<file path="src/rtl/nibble_demux_collector.sv">
// Sequential 1-to-4 nibble demultiplexer: steers 4-bit slices into four lanes by a wrapping
// pointer and holds the assembled 16-bit word until the consumer takes it.
`timescale 1ns/1ns
module nibble_demux_collector (
   input  logic        Clk,
   input  logic        ResetN,
   input  logic        Flush,
   input  logic        InValid,
   input  logic [3:0]  InNibble,
   output logic        InReady,
   output logic [1:0]  Sel,
   output logic [3:0]  O0,
   output logic [3:0]  O1,
   output logic [3:0]  O2,
   output logic [3:0]  O3,
   output logic [15:0] Word,
   output logic        WordValid,
   input  logic        OutReady
);

   typedef enum logic [0:0] {StFill, StHold} state_e;

   state_e     state_q, state_d;
   logic [1:0] sel_q, sel_d;
   logic [3:0] lane_en;
   logic [3:0] lane_q [4];

   always_comb begin
      state_d = state_q;
      sel_d   = sel_q;
      lane_en = 4'b0000;
      unique case (state_q)
         StFill: begin
            if (InValid) begin
               unique case (sel_q)
                  2'd0: lane_en = 4'b0001;
                  2'd1: lane_en = 4'b0010;
                  2'd2: lane_en = 4'b0100;
                  2'd3: lane_en = 4'b1000;
                  default: lane_en = 4'b0000;
               endcase
               sel_d = sel_q + 2'd1;
               if (sel_q == 2'd3) begin
                  state_d = StHold;
               end
            end
         end
         StHold: begin
            // Pointer already wrapped to 0 on the last slice; only the handshake matters here.
            if (OutReady) begin
               state_d = StFill;
            end
         end
         default: state_d = StFill;
      endcase
   end

   // Reset and Flush share the same clear; reset simply wins by being listed first.
   always_ff @(posedge Clk) begin
      if (!ResetN) begin
         state_q <= StFill;
         sel_q   <= 2'd0;
         for (int i = 0; i < 4; i++) begin
            lane_q[i] <= 4'h0;
         end
      end else if (Flush) begin
         state_q <= StFill;
         sel_q   <= 2'd0;
         for (int i = 0; i < 4; i++) begin
            lane_q[i] <= 4'h0;
         end
      end else begin
         state_q <= state_d;
         sel_q   <= sel_d;
         for (int i = 0; i < 4; i++) begin
            if (lane_en[i]) begin
               lane_q[i] <= InNibble;
            end
         end
      end
   end

   assign InReady   = (state_q == StFill);
   assign WordValid = (state_q == StHold);
   assign Sel       = sel_q;
   assign O0        = lane_q[0];
   assign O1        = lane_q[1];
   assign O2        = lane_q[2];
   assign O3        = lane_q[3];
   assign Word      = {lane_q[3], lane_q[2], lane_q[1], lane_q[0]};

endmodule

</file>
<file path="config.mk">
export PLATFORM = sky130hd
export DESIGN_NAME = nibble_demux_collector
export DESIGN_NICKNAME = d
export VERILOG_FILES = /design/src/rtl/nibble_demux_collector.sv
export SDC_FILE = /design/constraint.sdc
export NUM_CORES = 1
export LEC_CHECK = 0
export ABC_AREA = 1
export CAP_MARGIN = 20
export CORE_ASPECT_RATIO = 0.8
export CORE_MARGIN = 5
export CORE_UTILIZATION = 36
export CTS_CLUSTER_SIZE = 16
export DETAILED_ROUTE_END_ITERATION = 10
export PLACE_DENSITY = 0.79
export SLEW_MARGIN = 30
export SYNTH_ARGS = -nofsm -noshare
export SYNTH_HDL_FRONTEND = slang
export SYNTH_SLANG_ARGS = --single-unit
</file>
<file path="constraint.sdc">
create_clock -name Clk -period 1.4 [get_ports Clk]
set_clock_uncertainty 0.15 [all_clocks]
set_input_delay 0.28 -clock Clk [delete_from_list [all_inputs] [get_ports Clk]]
set_output_delay 0.28 -clock Clk [all_outputs]
set_load 0.1 [all_outputs]
</file>
==> results of run 1 <==
[worst max path at each step]
| stage | endpoint | slack [ps] | cells after the start |
|---|---|---|---|
| finish | O3[3] | -30 | 1 |
| global route | Word[2] | -80 | 1 |
| floorplan | lane_q[2][0] | -450 | 4 |
| detailed placement | lane_q[1][2] | -410 | 6 |
| CTS | O3[3] | -50 | 1 |
| global placement | lane_q[3][2] | -330 | 5 |
[what timing repair did]
action	CTS	global route
buffers inserted	2	3
endpoints found under the setup margin	49	40
resized for setup	13	11
pin swaps	6	6
[synthesized netlist by cell type]
| cell type | number | area, um2 |
|---|---|---|
| buf_4 | 16 | 120 |
| nand2_1 | 15 | 56.3 |
| inv_1 | 14 | 52.6 |
| nor2_1 | 13 | 48.8 |
| edfxtp_1 | 12 | 360 |
| dfxtp_1 | 7 | 140 |
| nand3_1 | 7 | 35.0 |
| a21oi_1 | 6 | 30.0 |
| ha_1 | 4 | 50.1 |
| o21ai_0 | 2 | 10.0 |
| inv_2 | 1 | 3.75 |
| nand2_2 | 1 | 6.26 |
| nand3_4 | 1 | 17.5 |
| nand4_1 | 1 | 6.26 |
| nor2_2 | 1 | 6.26 |
| nor2_4 | 1 | 11.3 |
[final cells by class]
cell class                 instances  area [um2]  share of cell area [%]
sequential                        19         517                    27.0
tap                               36        45.0                    2.35
multi-input combinational         52         345                    18.1
inverter                          15        62.6                    3.27
clock buffer                       4        26.3                    1.37
timing repair buffer              58         917                    47.9
[cells by family after synthesis]
kind of cell	count (synthesis)	share of synthesized area, %
DFF	19	52.4
buffers and inverters	31	18.5
and+or+nand+nor	40	19.7
adders and majority gates	4	5.24
AOI/OAI and AO/OA	8	4.19
[state kept, by name, summed over array words and instances (netlist names)]
register	flops
Sel	2
WordValid	1
lane_q	16
[metal layers]
layer / share of wire (%) / up-vias
met5: 0 / -
met3: 6.6 / 2
met2: 54 / 42
met4: 0.24 / 0
met1: 39 / 389
li1: - / 401
[power breakdown]
group	internal (mW)	switching (mW)
registers	0.623	0.0517
logic	0.272	0.511
clock network	0.111	0.157
[worst reg2reg max path, cell delays in order, from the launching register on]
cell and delay (ps):
dfxtp_4 390, inv_4 50, buf_4 130, ha_2 180
nand3_2 90, buf_4 130, nor2_1 40
[per-stage QoR]
step                      setup TNS (ps)  hold WS [ps]
after floorplan                    -7550           268
after global placement             -8210           375
after detailed placement          -10090           389
after CTS                           -587           419
after global routing               -1670           391
final                               -293           375
==> impl_metrics.ini, run 1 <==
[status]
outcome = finished with violations
violations = negative setup slack

[routing]
drt_wl_total_um = 2500
drc = 0
avgRoutedWirePerCell_um = 13.6
via_per_inst = 4.53
vias = 834
drt_first_pass_iters = 4
antenna_left = 0
drtIter0Drc = 19

[floorplan]
fp.dieH_um = 56.1
num_rows = 16
start_util_pct = 38.2
coreArea_mm2 = 0.00250
die_w_um = 67.6
ios = 45
die_area_mm2 = 0.00379

[cells_and_area]
layout.nets = 162
final_cells = 184
final_common_cell = buf_12
utilization_pct = 76.4
fin_area_mm2 = 0.00191
diodes = 0
layout_common_cells = 36 x buf_12, 13 x nor2_1, 12 x edfxtp_1
drive_gt1_share_pct = 54.1
num-fill-cells = 154
syn_to_final_growth_pct = 100

[place]
pre_cts_slack_ps = -410
io_buffers = 44
gp_congestion = 0.772
dp_hpwl_um = 2010
placedCellCount = 175
placed_area_mm2 = 0.00178

[sta]
drv_slew = 0
final-setup-viol-count = 25
fmax_mhz = 702
period_needed_ps = 1430
worstMarginPinSlew_ps = 249
final-hold-violation-count = 0
maxSlewHeadroom_pct = 83.4
fin_ws_ps = -25.3
post-route-period-util_pct = 102
rsz0062_at_grt = true

[clock_network]
cts_max_level = 1
cts.sinks = 19
cts_root_buffer = clkbuf_4
cts_tree = built
ctsHoldBuffers = 0
clk_path_buf_depth = 2
cts_buffers = 3
clk_pin_slew_ps = 100
clkLatencyLatePin_ps = 280

[setup_path]
critPathRequiredTime_ps = 970
crit_path_start_kind = flop
slowest_stage = edfxtp_1
worstPathArrival_ps = 1000
cp_max_fo = 2
regToRegEndpoint = lane_q[0][2]
r2r_cells = 6
max_stage_delay_ps = 490
r2r_setup_slack_ps = 30
critical_path_buf_inv_count = 1
critPathTopFamily = flip-flops
worst-setup-path-type = reg -> out
path_cells = buf_12
r2r_start = Sel[0]
end_kind = output pin
cp-startpoint = lane_q[3][3]

[global_routing]
use_met3_pct = 3.23
grt_pass1_vias = 821
grt_use_met2_pct = 25.8
gr-usage-met1_pct = 14.5
gr-max-usage-layer = met2
grt_pass1_wl_um = 3840
grt_max_degree = 11
grt_antenna_before_repair = 0
track_usage_pct = 13.4
gr-total-overflow = 0

[flow_run]
max_cap_viol_count = 0

[synth]
synth.distinct_cells = 16
syn_area_per_cell_um2 = 9.36
synth_nets = 115
ys.warnings.count = 0
syn_inst = 102
ys_seq_elements = 19
netlist_area_um2 = 955
yosysSeqAreaShare_pct = 52.4

[hold_path]
whs_endpoint = Sel[0]
worstHoldPathType = reg -> reg
min-delay-start = Sel[0]
hold_path_depth = 2

[power]
p_per_area_mw_per_mm2 = 902
power_leakage_nw = 0.822
ir_worst_vdd_uv = 488
finalPower_mw = 1.73
Note: power is estimated with default switching activity, not from simulation.
==> run 2: changes to the inputs <==
CORE_MARGIN = default   (was 5)
==> impl_metrics.ini, run 2 (same netlist as run 1, synthesis figures left out) <==
[cells_and_area]
final_common_cell = buf_12
layout.nets = 159
largest_reg_flops = 16
multi_input_area_um2 = 368
diodes = 0
top_register = lane_q
layout_common_cells = 36 x buf_12, 12 x nor2_1, 12 x edfxtp_1
num-fill-cells = 155
seq_area_um2 = 517
utilization_pct = 77.1
drive_gt1_share_pct = 55.9
syn_to_final_growth_pct = 101

[sta]
rsz0062_at_grt = true
fmax_mhz = 696
drv_slew = 0
final-hold-violation-count = 0
fin_ws_ps = -36.4
worstMarginPinSlew_ps = 246
hold_slack_ps = 316
maxSlewHeadroom_pct = 83.6
period_needed_ps = 1440
post-route-period-util_pct = 103
fin_setup_tns_ps = -688
final-setup-viol-count = 25

[floorplan]
coreArea_mm2 = 0.00248
start_util_pct = 38.5
num_rows = 16
fp.dieH_um = 48.1
die_area_mm2 = 0.00286
die_w_um = 59.6
ios = 45

[setup_path]
cp_max_fo = 2
r2r_cells = 5
critPathRequiredTime_ps = 970
critical_path_buf_inv_count = 1
worstPathArrival_ps = 1010
r2r_start = WordValid
end_kind = output pin
max_stage_delay_ps = 490
slowest_stage = edfxtp_1
crit_path_start_kind = flop
cp-startpoint = lane_q[1][1]
path_cells = buf_12
critPathTopFamily = flip-flops
worst-setup-path-type = reg -> out
cp_num_cells = 1

[hold_path]
min-delay-start = ResetN
hold_path_depth = 5
worstHoldPathType = in -> reg

[clock_network]
cts_max_level = 1
clk_path_buf_depth = 2
cts_tree = built
cts_root_buffer = clkbuf_4
cts.sinks = 19
clkLatencyLatePin_ps = 300
ctsHoldBuffers = 0
clk_pin_slew_ps = 100
cts_buffers = 3

[place]
io_buffers = 44
gp_congestion = 0.766
pre_cts_slack_ps = -417
dp_hpwl_um = 1710

[power]
power_leakage_nw = 0.833
p_per_area_mw_per_mm2 = 905
ir_worst_vdd_uv = 533
finalPower_mw = 1.73

[global_routing]
grt_antenna_before_repair = 0
track_usage_pct = 15.7
grt_pass1_vias = 773
gr-total-overflow = 0
grt_max_degree = 12
grt_pass1_wl_um = 3290

[routing]
via_per_inst = 4.43
drt_first_pass_iters = 4
drtIter0Drc = 14
drt_wl_total_um = 2230
vias = 802
avgRoutedWirePerCell_um = 12.3
drc = 0
antenna_left = 0

[status]
violations = negative setup slack
outcome = finished with violations

[flow_run]
max_cap_viol_count = 0
==> run 2: cell types whose count changed in the layout (fill, tap and decap cells not counted), moves of 2 or more <==
cell | before | now
a21oi_1 | 4 | 2
dlygate4sd2_1 | 3 | 0
a21oi_2 | 2 | 4
dlymetal6s2s_1 | 0 | 3
ha_2 | 2 | 0
ha_1 | 0 | 2
buf_6 | 4 | 1
==> run 2: final cells by class <==
type	count	share of cell area (%)
clock buffer	3	1.18
clock inverter	1	0.261
inverter	15	3.27
multi-input combinational	52	19.2
sequential	19	27.0
tap	36	2.35
timing repair buffer	55	46.7
==> run 2: path summary, 6_finish.rpt <==
kind	to	slack, ps
worst min-delay path	lane_q[2][0]	320
worst min register to register	Sel[0]	400
worst max-delay path	Word[5]	-40
worst max register to register	lane_q[2][1]	20
==> run 2: power breakdown <==
part	leakage, nW	total [mW]	switching (mW)	internal (mW)
combinational	0.620	0.781	0.512	0.270
sequential	0.195	0.675	0.0515	0.623
clock	0.0177	0.276	0.169	0.107
total	0.833	1.73	0.732	1.00
==> run 2: repair_timing <==
item / CTS / global route
pin swaps: 1 / 13
setup endpoints to repair: 49 / 52
resized for setup: 8 / 18
buffers inserted: 1 / 3
==> run 2: metrics by stage <==
stage	instance area [um2]	cells
after floorplan	1140	102
after CTS	1820	178
final	1910	181
after global routing	1910	181
after global placement	1770	173
after detailed placement	1770	173
==> run 2: per-layer routing <==
layer | share of wire [%] | routed length, um | track usage (%)
met1 | 39 | 880 | 18.9
met5 | 0 | 0 | 0
met3 | 6.8 | 153 | 4.59
met4 | 0.94 | 21 | 5.58
met2 | 53 | 1180 | 27.4
